**src/rtl/store_buffer_pkg.sv**
```systemverilog
// Shared defaults, entry layout and FSM states for the store buffer.
// Forwarding is optional and enabled with the STORE_BUFFER_FWD_EN macro.
package store_buffer_pkg;

    localparam int DEF_ADDR_WIDTH = 32;
    localparam int DEF_WIDTH      = 32;
    localparam int DEF_DEPTH      = 4;

    typedef struct packed {
        logic [DEF_ADDR_WIDTH-1:0] addr;
        logic [DEF_WIDTH-1:0]      data;
    } sb_entry_t;

    typedef enum logic {
        RUN   = 1'b0,
        DRAIN = 1'b1
    } sb_state_e;

endpackage

```
**src/rtl/sb_fifo_ctrl.sv**
```systemverilog
// Circular FIFO bookkeeping for the store buffer: head/tail pointers,
// occupancy count and full/empty flags.
module sb_fifo_ctrl
    import store_buffer_pkg::*;
#(
    parameter int DEPTH = DEF_DEPTH,
    parameter int PTR_W = $clog2(DEPTH),
    parameter int CNT_W = $clog2(DEPTH + 1)
) (
    input  logic             CLK,
    input  logic             RST,
    input  logic             push,
    input  logic             pop,
    output logic [PTR_W-1:0] head,
    output logic [PTR_W-1:0] tail,
    output logic [CNT_W-1:0] count,
    output logic             full,
    output logic             empty
);

    localparam logic [PTR_W-1:0] LAST = PTR_W'(DEPTH - 1);

    always_ff @(posedge CLK) begin
        if (!RST) begin
            head  <= '0;
            tail  <= '0;
            count <= '0;
        end else begin
            if (push) begin
                tail <= (tail == LAST) ? '0 : tail + PTR_W'(1);
            end
            if (pop) begin
                head <= (head == LAST) ? '0 : head + PTR_W'(1);
            end
            if (push && !pop) begin
                count <= count + CNT_W'(1);
            end else if (pop && !push) begin
                count <= count - CNT_W'(1);
            end
        end
    end

    assign full  = (count == CNT_W'(DEPTH));
    assign empty = (count == '0);

endmodule

```
**src/rtl/store_buffer.sv**
```systemverilog
// Store buffer: queues CPU stores and drains them to data memory in order.
// Define STORE_BUFFER_FWD_EN to build store-to-load forwarding.
module store_buffer
    import store_buffer_pkg::*;
#(
    parameter int ADDR_WIDTH = DEF_ADDR_WIDTH,
    parameter int WIDTH      = DEF_WIDTH,
    parameter int DEPTH      = DEF_DEPTH
) (
    input  logic                         CLK,
    input  logic                         RST,
    input  logic                         St_Valid,
    input  logic [ADDR_WIDTH-1:0]        St_Addr,
    input  logic [WIDTH-1:0]             St_Data,
    output logic                         St_Ready,
    input  logic                         Flush,
    output logic                         Flush_Done,
    input  logic [ADDR_WIDTH-1:0]        Ld_Addr,
    output logic                         Ld_Hit,
    output logic [WIDTH-1:0]             Ld_Data,
    output logic [ADDR_WIDTH-1:0]        Mem_A,
    output logic [WIDTH-1:0]             Mem_WD,
    output logic                         Mem_WE,
    input  logic                         Mem_Stall,
    output logic [$clog2(DEPTH+1)-1:0]   Count,
    output logic                         Empty
);

    localparam int PTR_W = $clog2(DEPTH);
    localparam int CNT_W = $clog2(DEPTH + 1);

    // Same {addr, data} layout as sb_entry_t, sized by this instance's parameters.
    typedef struct packed {
        logic [ADDR_WIDTH-1:0] addr;
        logic [WIDTH-1:0]      data;
    } entry_t;

    entry_t            entries [DEPTH];
    logic [PTR_W-1:0]  head;
    logic [PTR_W-1:0]  tail;
    logic [CNT_W-1:0]  count;
    logic              full;
    logic              empty;
    logic              push;
    logic              pop;
    sb_state_e         state;
    sb_state_e         state_next;

    assign St_Ready = !full && (state == RUN);
    assign push     = St_Valid && St_Ready;
    assign Mem_WE   = !empty && !Mem_Stall;
    assign pop      = Mem_WE;
    assign Mem_A    = empty ? '0 : entries[head].addr;
    assign Mem_WD   = empty ? '0 : entries[head].data;
    assign Count    = count;
    assign Empty    = empty;

    sb_fifo_ctrl #(
        .DEPTH (DEPTH),
        .PTR_W (PTR_W),
        .CNT_W (CNT_W)
    ) u_fifo_ctrl (
        .CLK   (CLK),
        .RST   (RST),
        .push  (push),
        .pop   (pop),
        .head  (head),
        .tail  (tail),
        .count (count),
        .full  (full),
        .empty (empty)
    );

    always_ff @(posedge CLK) begin
        if (!RST) begin
            for (int i = 0; i < DEPTH; i++) begin
                entries[i] <= '0;
            end
        end else if (push) begin
            entries[tail] <= '{addr: St_Addr, data: St_Data};
        end
    end

    always_ff @(posedge CLK) begin
        if (!RST) begin
            state <= RUN;
        end else begin
            state <= state_next;
        end
    end

    // Flush_Done marks the last DRAIN cycle, i.e. the one that returns to RUN.
    always_comb begin
        state_next = state;
        Flush_Done = 1'b0;
        case (state)
            RUN: begin
                if (Flush) begin
                    state_next = DRAIN;
                end
            end
            DRAIN: begin
                if (empty) begin
                    state_next = RUN;
                    Flush_Done = 1'b1;
                end
            end
            default: state_next = RUN;
        endcase
    end

`ifdef STORE_BUFFER_FWD_EN
    logic [PTR_W-1:0] fwd_idx;

    // Walk oldest to youngest so the youngest match overwrites earlier ones.
    always_comb begin
        Ld_Hit  = 1'b0;
        Ld_Data = '0;
        fwd_idx = '0;
        for (int i = 0; i < DEPTH; i++) begin
            fwd_idx = head + PTR_W'(i);
            if ((CNT_W'(i) < count) && (entries[fwd_idx].addr == Ld_Addr)) begin
                Ld_Hit  = 1'b1;
                Ld_Data = entries[fwd_idx].data;
            end
        end
    end
`else
    logic unused_ld_addr;

    assign unused_ld_addr = ^Ld_Addr;
    assign Ld_Hit         = 1'b0;
    assign Ld_Data        = '0;
`endif

endmodule

```
**config.mk**
```make
export PLATFORM = sky130hd
export DESIGN_NAME = store_buffer
export DESIGN_NICKNAME = d
export VERILOG_FILES = /design/src/rtl/store_buffer_pkg.sv /design/src/rtl/sb_fifo_ctrl.sv /design/src/rtl/store_buffer.sv
export SDC_FILE = /design/constraint.sdc
export NUM_CORES = 1
export LEC_CHECK = 0
export ABC_CLOCK_PERIOD_IN_PS = 9230
export BUFFER_PORTS_ARGS = -buffer_cell sky130_fd_sc_hd__buf_4
export CAP_MARGIN = 20
export CORE_ASPECT_RATIO = 1.4
export CORE_MARGIN = 5
export CORE_UTILIZATION = 55
export CTS_CLUSTER_SIZE = 14
export DETAILED_ROUTE_END_ITERATION = 12
export GPL_ROUTABILITY_DRIVEN = 0
export PLACE_DENSITY = 0.78
export SLEW_MARGIN = 20
export SYNTH_ARGS = -nofsm -noshare
export SYNTH_HDL_FRONTEND = slang
export SYNTH_SLANG_ARGS = --single-unit
```
**constraint.sdc**
```tcl
create_clock -name CLK -period 9.23 [get_ports CLK]
set_input_delay 1.3845 -clock CLK [delete_from_list [all_inputs] [get_ports CLK]]
set_output_delay 1.3845 -clock CLK [all_outputs]
set_load 0.05 [all_outputs]
```
# Yosys cells after proc, flatten, opt, wreduce, memory -nomap -nowiden
# Memories as Yosys holds them, arrays and structs flattened. A register that Yosys moved wholly into a read port is not among the register bits.
# Cells that the tools add are included.
dict set report op_classes {
  n_addsub 4
  mul 0
  div 0
  order_cmp 0
  eq_ne 3
  shift 0
  muxes 20
  bitwise_logic 1
  n_reduce_logical 13
}
# op count
set op_table {}
lappend op_table {{32-bit 2-to-1 mux} 2}
lappend op_table {{64-bit 2-to-1 mux} 1}
lappend op_table {{64-bit OR reduction} 1}
lappend op_table {{2-bit 2-to-1 mux} 5}
lappend op_table {{1-bit 2-to-1 mux} 9}
lappend op_table {{3-bit 2-to-1 mux} 2}
lappend op_table {{1-bit logical AND} 5}
lappend op_table {{1-bit logical NOT} 5}
lappend op_table {{2-bit by 1-bit adder with 2-bit output (second input constant)} 2}
lappend op_table {{2-bit equality test (second input constant)} 2}
lappend op_table {{3-bit by 1-bit adder with 3-bit output (second input constant)} 1}
lappend op_table {{3-bit equality test (second input constant)} 1}
lappend op_table {{3-bit logical NOT} 1}
lappend op_table {{3-bit by 1-bit subtractor with 3-bit output (second input constant)} 1}
lappend op_table {{1-bit one-hot mux with 2 select lines} 1}
lappend op_table {{2-bit nonzero test} 1}
lappend op_table {{1-bit NOT} 1}
dict set report totals {
  regBits 8
  latch_bits 0
  ram_bits 256
  romBits 0
  in_bits 101
  out_inout_bits 104
  elab_cells 46
  mem_count 1
}
# memory depth width read_ports rd_clocked_by_memory_dff wr line
set memory_table {}
lappend memory_table {entries 4 64 1 1 4 store_buffer.sv:38} ;# entry_t entries [DEPTH];

# Depth between registers and ports, before layout
# Gate-level depths: netlist of the first run.
dict set report logic_depth {
  word_depth 9
  depth_mapped 10
}

# Hierarchy
# From an unflattened synthesis of the first run, not the netlist that was laid out.
dict set report hier_totals {
  hier_cells 933
  hier_area_um2 12818.5
}
# module instances cells_per_inst area_per_inst_um2
set modules_own_cells {}
lappend modules_own_cells {store_buffer 1 900 12469.5}
lappend modules_own_cells {sb_fifo_ctrl 1 33 349.1}

# Worst setup path after synthesis of the first run
# No wires, ideal clock.
dict set report synth_path {
  path_kind {input -> register}
  start {in St_Valid}
  end {mem entries[0][0] (netlist bit), enable pin}
  setup_time_ns 0.581
  arrival_ns 6.488
  path_slack_ns 2.161
  cell_stages 3
  n_path_buf 0
  path_cell_list {nand2b_1 -> or2_1 -> o31ai_1}
}
# item line
set synth_rtl {}
lappend synth_rtl {{start: declaration} store_buffer.sv:12} ;# input logic St_Valid,
lappend synth_rtl {{end: declaration} store_buffer.sv:38}

==> results of run 1 <==
worst paths after layout:
| kind | start | endpoint | depth (start not counted) |
|---|---|---|---|
| setup / recovery | flop | Mem_WD[13] | 4 |
| hold / removal | u_fifo_ctrl.head[0] | flop | 2 |
| setup reg to reg | u_fifo_ctrl.count[0] | entries[0][32] | 5 |
| hold reg to reg | u_fifo_ctrl.head[0] | flop | 2 |
cell type report:
type	instances	area [µm²]	share of cell area (%)
clock buffers	31	691	4.65
inverters	3	11.3	0.0758
well taps	306	383	2.58
repair buffers	154	1170	7.86
multi-input cells	459	4570	30.8
flip-flops and latches	266	7900	53.2
clock inverters	16	133	0.893
through the flow:
step / instances / utilization (%)
finish: 1235 / 64.0
global route: 1235 / 64.0
CTS: 1235 / 64.0
detailed placement: 1188 / 60.5
global placement: 1187 / 60.4
floorplan: 846 / -
cells by family after synthesis:
logic type               after synthesis
adder cells (fa/ha/maj)                4
AO/OA/AOI/OAI                         15
buffers and inverters                121
AND/OR/NAND/NOR                      340
flip-flops                           266
multiplexers                          65
XOR/XNOR                               2
other                                  1
power groups by stage:
stage / clock [mW] / sequential, mW / combinational (mW)
floorplan: 0 / 1.55 / 1.01
global placement: 0 / 1.59 / 1.32
detailed placement: 0 / 1.60 / 1.33
CTS: 1.05 / 1.57 / 1.33
global route: 1.10 / 1.59 / 1.39
finish: 1.03 / 1.57 / 1.32
cells in the final DEF, fill, tap and decap left out, types with 3 or more instances in the layout:
cell type / synthesis / routed
and2_1: 66 / 66
and3_1: 65 / 65
and4b_1: 64 / 64
and4bb_1: 63 / 63
buf_4: 39 / 152
clkbuf_1: 58 / 4
clkbuf_16: 0 / 27
clkinv_2: 0 / 12
conb_1: 1 / 33
dfxtp_1: 10 / 6
dfxtp_4: 0 / 4
edfxtp_1: 256 / 256
ha_1: 3 / 3
inv_1: 3 / 3
mux4_2: 64 / 64
nand2_1: 3 / 3
nor2_1: 4 / 4
nor2b_1: 66 / 65
o21ai_0: 7 / 5
worst max-delay path, cell delays in order, from the launching register on:
cell     delay (ns)
dfxtp_4        0.76
buf_4          0.75
mux4_2         0.60
nor2b_1        0.17
buf_4          0.22
state kept, by name, indices dropped and copies added, names as in the netlist, named ones only:
register           flops
entries              256
u_fifo_ctrl.tail       2
u_fifo_ctrl.count      3
u_fifo_ctrl.head       2
state                  1
routing by layer:
| layer | global-route usage (%) | vias up |
|---|---|---|
| li1 | - | 3333 |
| met1 | 25.2 | 3683 |
| met2 | 35.9 | 175 |
| met3 | 2.80 | 38 |
| met4 | 5.38 | 0 |
| met5 | 0 | - |
==> run metrics, run 1 <==
setup tns final=0 ns; final instance area=roughly 15000 µm²; worst-path fanout max=37; WL per Instance=21.7 µm; Slew Viols, Final=0; Switching Share=around a third; Max Cap Viol=0; met2 WL=about 14000 µm; internal power=2.54 mW; CTS HTree Levels=1; hold_buf cts=0; worst-skew pair later-pin latency=roughly 0.52 ns; Reg2Reg Setup Slack=approximately 6.2 ns; asr flop ratio synth=0%; Netlist cell types=34; root buffer cell=clkbuf_16; slew margin rel.=27.6%; warnings from Yosys=0; Synth top area share=59.6%; Clk network pwr share=around a quarter; Die W=139 µm; type of the worst setup path=reg2out; area grow syn2layout=15.2%; max layer used=met4; Final Setup Violations=0; Post-synth EDFFs=256; Mean Syn Cell Area=between 15 and 20 µm²; slew at the pin closest to its max-slew limit=roughly 1.1 ns; Fin Clk Skew=a little over 0.009 ns; min Tclk post-route=~4.4 ns; main combinational cell family by area after synthesis=simple AND/OR/NAND/NOR gates; ANT nets after route=0; Required @ worst endpoint=a little under 8 ns; core area=between 20000 and 25000 µm²; CTS tree=yes; gr ovfl total=0; Synth Flop Type=edfxtp_1; Hold Path Class=reg2reg; post_cts resized=0; post-DP HPWL=around 15000 µm; Synth area leaders=edfxtp_1 60%, mux4_2 11%, and4bb_1 6.1%, and4b_1 5.0%, and2_1 3.2%; Tcrit/Tclk final=roughly 48%; Final #Nets=approximately 1000; Final Hold Viols=0; IO Count=about 210; peak supply drop=0.202 mV; IO buf count=139; Seq/Total Area, Yosys=61.1%; ANT cells=0; post-synth top area cell=edfxtp_1; routed length on met3=between 1000 and 1500 µm; Reg power frac=about two fifths; CTS Buffer Depth=3; Setup crit start kind=flop; clock sink count=between 200 and 300; DRC viols=0; worst hold slack=0.499 ns; Leakage=roughly 6.1 nW; top-count cell post-synth=edfxtp_1; initial antenna violation count=0; largest net degree at the start of global routing=145; Compound-Gate Fraction of Synth Area=less than 1%; final worst slack=approximately 4.8 ns; Synth Area in XOR/XNOR=less than 1%; WP data arrival=between 3 and 4 ns; vias in the first global route=7421; post-synthesis simple-gate area fraction=between 20% and 30%; Vias=approximately 7200; GRT Total Usage=between 15 and 20%; DR pass1 iterations=4; mapped cell area=about 13000 µm²; Final Power=approximately 4 mW; Post-Syn Instances=between 800 and 900; combinational share of power=roughly 34%; buffer count from post-CTS setup fixing=0; die height=approximately 190 µm; Post-synth top cells=256 x edfxtp_1, 66 x and2_1, 66 x nor2b_1; die area=about 27000 µm²; Yosys reg bits=around 270; Adder-Cell Fraction of Synth Area=0.446%; Initial DRC Count=between 500 and 600; WL final=between 20000 and 30000 µm; TritonCTS buffer count=26; Cell Rows=between 60 and 70; RSZ-0062 raised after global routing=no; Clock Pin Slew Worst Setup and Hold Paths=approximately 0.06 ns; power per standard cell area=around 260 nW/µm²; Area after DPL=14000 µm²; pre-CTS WS=5.23 ns; Achievable Freq=around 230 MHz; crit path capture type=output port; vias per std cell=just under 6; outcome=finished, final reports clean; Filler cells=between 1500 and 2000; met1 wire length=around 11000 µm; global-route wire length before repair=approximately 42000 µm; sw power=approximately 1.4 mW; Initial Utilization=between 50 and 60%; mux cell area share after synthesis=roughly 11%; share of layout cells above drive strength 1=between 20% and 30%
(Power assumes the default switching activity.)
==> run 2, diff against run 1 <==
--- a/config.mk
+++ b/config.mk
@@ -5,16 +5,17 @@
 export SDC_FILE = /design/constraint.sdc
 export NUM_CORES = 1
 export LEC_CHECK = 0
-export ABC_CLOCK_PERIOD_IN_PS = 9230
+export ABC_AREA = 1
+export ABC_CLOCK_PERIOD_IN_PS = 3950
 export BUFFER_PORTS_ARGS = -buffer_cell sky130_fd_sc_hd__buf_4
 export CAP_MARGIN = 20
 export CORE_ASPECT_RATIO = 1.4
 export CORE_MARGIN = 5
-export CORE_UTILIZATION = 55
+export CORE_UTILIZATION = 51
 export CTS_CLUSTER_SIZE = 14
 export DETAILED_ROUTE_END_ITERATION = 12
 export GPL_ROUTABILITY_DRIVEN = 0
-export PLACE_DENSITY = 0.78
+export PLACE_DENSITY = 0.76
 export SLEW_MARGIN = 20
 export SYNTH_ARGS = -nofsm -noshare
 export SYNTH_HDL_FRONTEND = slang
==> constraint.sdc (replaced) <==
create_clock -name CLK -period 3.95 [get_ports CLK]
set_input_delay 0.5925 -clock CLK [delete_from_list [all_inputs] [get_ports CLK]]
set_output_delay 0.5925 -clock CLK [all_outputs]
set_load 0.05 [all_outputs]
==> run 2 against run 1 <==
Compared with the run above:
- setup slack got worse by 4.0 ns
- critical path depth rose by 2
- first-iteration DRC count rose by 2.1%
- utilization fell by 4.8 points
- clock power rose by 100%
- critical path type unchanged
==> run metrics, run 2 <==
outcome=finished, final reports clean (unchanged); pre-CTS WS=1.34 ns (was 5.23 ns); IO buf count=139 (unchanged); Worst R2R Path Depth=6 (was 5); root buffer cell=clkbuf_16 (unchanged); hold_buf cts=0 (unchanged); core area=23300 µm² (was 23200 µm²); Post-synth EDFFs=256 (unchanged); Cell Rows=66 (unchanged); Required @ worst endpoint=3.36 ns (was 7.85 ns); worst-path fanout max=31 (was 37); Critical Path, Cell by Cell=nor2_1 > nand2_1 > inv_2 > buf_4 > a21oi_1 > buf_4 (was buf_4 > mux4_2 > nor2b_1 > buf_4); slowest stage delay, CP=0.53 ns (was 0.76 ns); Slew Viols, Final=0 (unchanged); DRC viols=0 (unchanged); die area=26900 µm² (was 26700 µm²); Fin Clk Skew=0.0102 ns (was 0.00922 ns); setup tns final=0 ns (unchanged); Initial Utilization=51.9% (was 55.6%); RSZ-0062 raised after global routing=no (unchanged); Max Cap Viol=0 (unchanged); type of the worst setup path=reg2out (unchanged); Achievable Freq=~320 MHz; Vias=8631 (was 7229); routing usage on met1=23.8% (was 25.2%); Mean Syn Cell Area=10.0 µm² (was 15.8 µm²); CTS tree=yes (unchanged); Final Power=10.0 mW (was 3.92 mW); Final Hold Viols=0 (unchanged); Cell Count, Final, Fillers Out=1632 (was 1235); Top Usage Layer GRT=met2 (unchanged); vias in the first global route=8591 (was 7421); vias per std cell=5.29 (was 5.85); Leakage=5.75 nW (was 6.06 nW); ANT nets after route=0 (unchanged); Synth Flop Type=edfxtp_1 (unchanged); final worst slack=0.828 ns (was 4.80 ns); Final Setup Violations=0 (unchanged); Reg2Reg Setup Slack=1.68 ns (was 6.20 ns); Critical Path Source=u_fifo_ctrl.count[0]; Netlist cell types=24 (was 34); DR pass1 iterations=5 (was 4); Final #Nets=1416 (was 1015); post-synth top area cell=edfxtp_1 (unchanged); Die W=140 µm (was 139 µm); Reg2Reg Capture Point=entries[1][29] (was entries[0][32]); Hold Path Class=in2reg (was reg2reg); most frequent cells in the layout=512 x nor2_1, 256 x edfxtp_1, 152 x buf_4 (was 256 x edfxtp_1, 152 x buf_4, 66 x and2_1); leading cell type in the layout, fill and taps excluded=nor2_1 (was edfxtp_1); WL final=28800 µm (was 26800 µm); Setup crit start kind=flop (unchanged); area grow syn2layout=14.1% (was 15.2%); slew margin rel.=29.8% (was 27.6%); Largest regs=entries (256), u_fifo_ctrl.count (3) (unchanged); clock sink count=266 (unchanged); crit path capture type=output port (unchanged); post-DP HPWL=15600 µm (was 14600 µm); IO Count=205 (unchanged); GRT met2 Usage=39.9% (was 35.9%); worst-skew pair later-pin latency=0.51 ns (was 0.52 ns); met3 Usage GRT=2.69% (was 2.80%); TritonCTS buffer count=24 (was 26); asr flop ratio synth=0% (unchanged); Initial DRC Count=536 (was 525); WL per Instance=17.7 µm (was 21.7 µm); largest net degree at the start of global routing=85 (was 145); min Tclk post-route=~3.1 ns; Synth area leaders=edfxtp_1 64%, nor2_1 16%, o21ai_0 5.3%, a21oi_1 2.8%, inv_1 2.4% (was edfxtp_1 60%, mux4_2 11%, and4bb_1 6.1%, and4b_1 5.0%, and2_1 3.2%); gr ovfl total=0 (unchanged); global-route wire length before repair=44100 µm (was 41700 µm); WP data arrival=2.53 ns (was 3.04 ns); share of layout cells above drive strength 1=15.7% (was 29.3%); top-count cell post-synth=nor2_1 (was edfxtp_1); warnings from Yosys=0 (unchanged); initial antenna violation count=0 (unchanged); CP dominant cell by count=buf_4 (unchanged); Post-synth top cells=512 x nor2_1, 256 x edfxtp_1, 129 x o21ai_0 (was 256 x edfxtp_1, 66 x and2_1, 66 x nor2b_1); CTS Buffer Depth=3 (unchanged); slew at the pin closest to its max-slew limit=1.05 ns (was 1.09 ns); power per standard cell area=728 nW/µm² (was 264 nW/µm²); Yosys reg bits=266 (unchanged); Critical-path top delay cell=inv_2 (was dfxtp_4); Post-Syn Instances=1208 (was 814); Seq/Total Area, Yosys=65.2% (was 61.1%); max reg flops=256 (unchanged); post_cts resized=0 (unchanged); ANT cells=0 (unchanged); peak supply drop=0.513 mV (was 0.202 mV); Worst setup endpoint=Mem_WD[31] (was Mem_WD[13]); Synth top area share=63.5% (was 59.6%); die height=192 µm (was 191 µm); GRT Total Usage=20.8% (was 19.9%); CTS HTree Levels=1 (unchanged); Clock Pin Slew Worst Setup and Hold Paths=0.07 ns (was 0.06 ns); Placed Cells=1591 (was 1188); Largest Register=entries (unchanged); reg-to-reg startpoint=u_fifo_ctrl.count[0] (unchanged); buffer count from post-CTS setup fixing=0 (unchanged); mapped cell area=12100 µm² (was 12900 µm²); Tcrit/Tclk final=slightly below 80%
-- run 2: changes by cell type after synthesis, moves of 63 or more --
cell / change
mux4_2: -64
nor2b_1: -66
and3_1: -65
and4b_1: -64
inv_1: +75
a21oi_1: +67
o21ai_0: +122
and2_1: -66
and4bb_1: -63
nor2_1: +508
-- run 2: power breakdown --
part | switching [mW] | internal (mW) | leakage (nW) | total (mW)
clock | 0.945 | 1.15 | 0.337 | 2.09
sequential | 0.117 | 3.45 | 2.73 | 3.57
combinational | 3.28 | 1.10 | 2.68 | 4.38
total | 4.34 | 5.70 | 5.75 | 10.0
-- run 2: final cells by class --
| type | instances | area (µm²) |
|---|---|---|
| flip-flops and latches | 266 | 7890 |
| well taps | 306 | 383 |
| repair buffers | 154 | 1180 |
| inverters | 82 | 309 |
| fillers | 2002 | 9490 |
| multi-input cells | 783 | 3350 |
| clock buffers | 32 | 652 |
| clock inverters | 9 | 37.5 |
-- run 2: layer usage --
metal  vias to the layer above  share of wire (%)
met5                         -                  0
met1                      4190                 37
met3                        49                6.3
met4                         0                2.6
li1                       4093                  -
met2                       299                 55
-- run 2: stage by stage --
| stage | hold slack [ns] | cell area, µm² | utilization (%) |
|---|---|---|---|
| detailed placement | 0.500 | 13100 | 56.3 |
| global placement | 0.493 | 13100 | 56.3 |
| CTS | 0.329 | 13800 | 59.3 |
| floorplan | 0.482 | 12200 | - |
| global route | 0.354 | 13800 | 59.3 |
| finish | 0.335 | 13800 | 59.3 |
-- run 2: worst min-delay path by stage --
stage                        start  slack [ns]    end  depth (start not counted)
4_1_cts                      Flush        0.33  state                          3
5_1_grt                      Flush        0.35  state                          3
6_report                     Flush        0.33  state                          3
3_5_place_dp   u_fifo_ctrl.head[1]        0.50   flop                          2
2_1_floorplan  u_fifo_ctrl.head[1]        0.48   flop                          2
3_3_place_gp   u_fifo_ctrl.head[1]        0.49   flop                          2
-- run 2: logic make-up (layout without fill, tap and decap cells) --
family / Yosys count / after routing / share of synthesized area, %
AOI/OAI and AO/OA: 201 / 201 / 8.34
and+or+nand+nor: 544 / 544 / 17.5
other: 1 / 33 / 0.0310
buffers and inverters: 191 / 277 / 8.37
adders and majority gates: 4 / 4 / 0.476
DFF: 266 / 266 / 65.2
xor gates and xnor gates: 1 / 1 / 0.0724
-- run 2: worst max-delay path: cells and delay by family (launching register included) --
| kind | cells | cell delay, ns |
|---|---|---|
| compound gates | 1 | 0.15 |
| buf+inv | 3 | 1.16 |
| flops | 1 | 0.37 |
| simple gates | 2 | 0.33 |
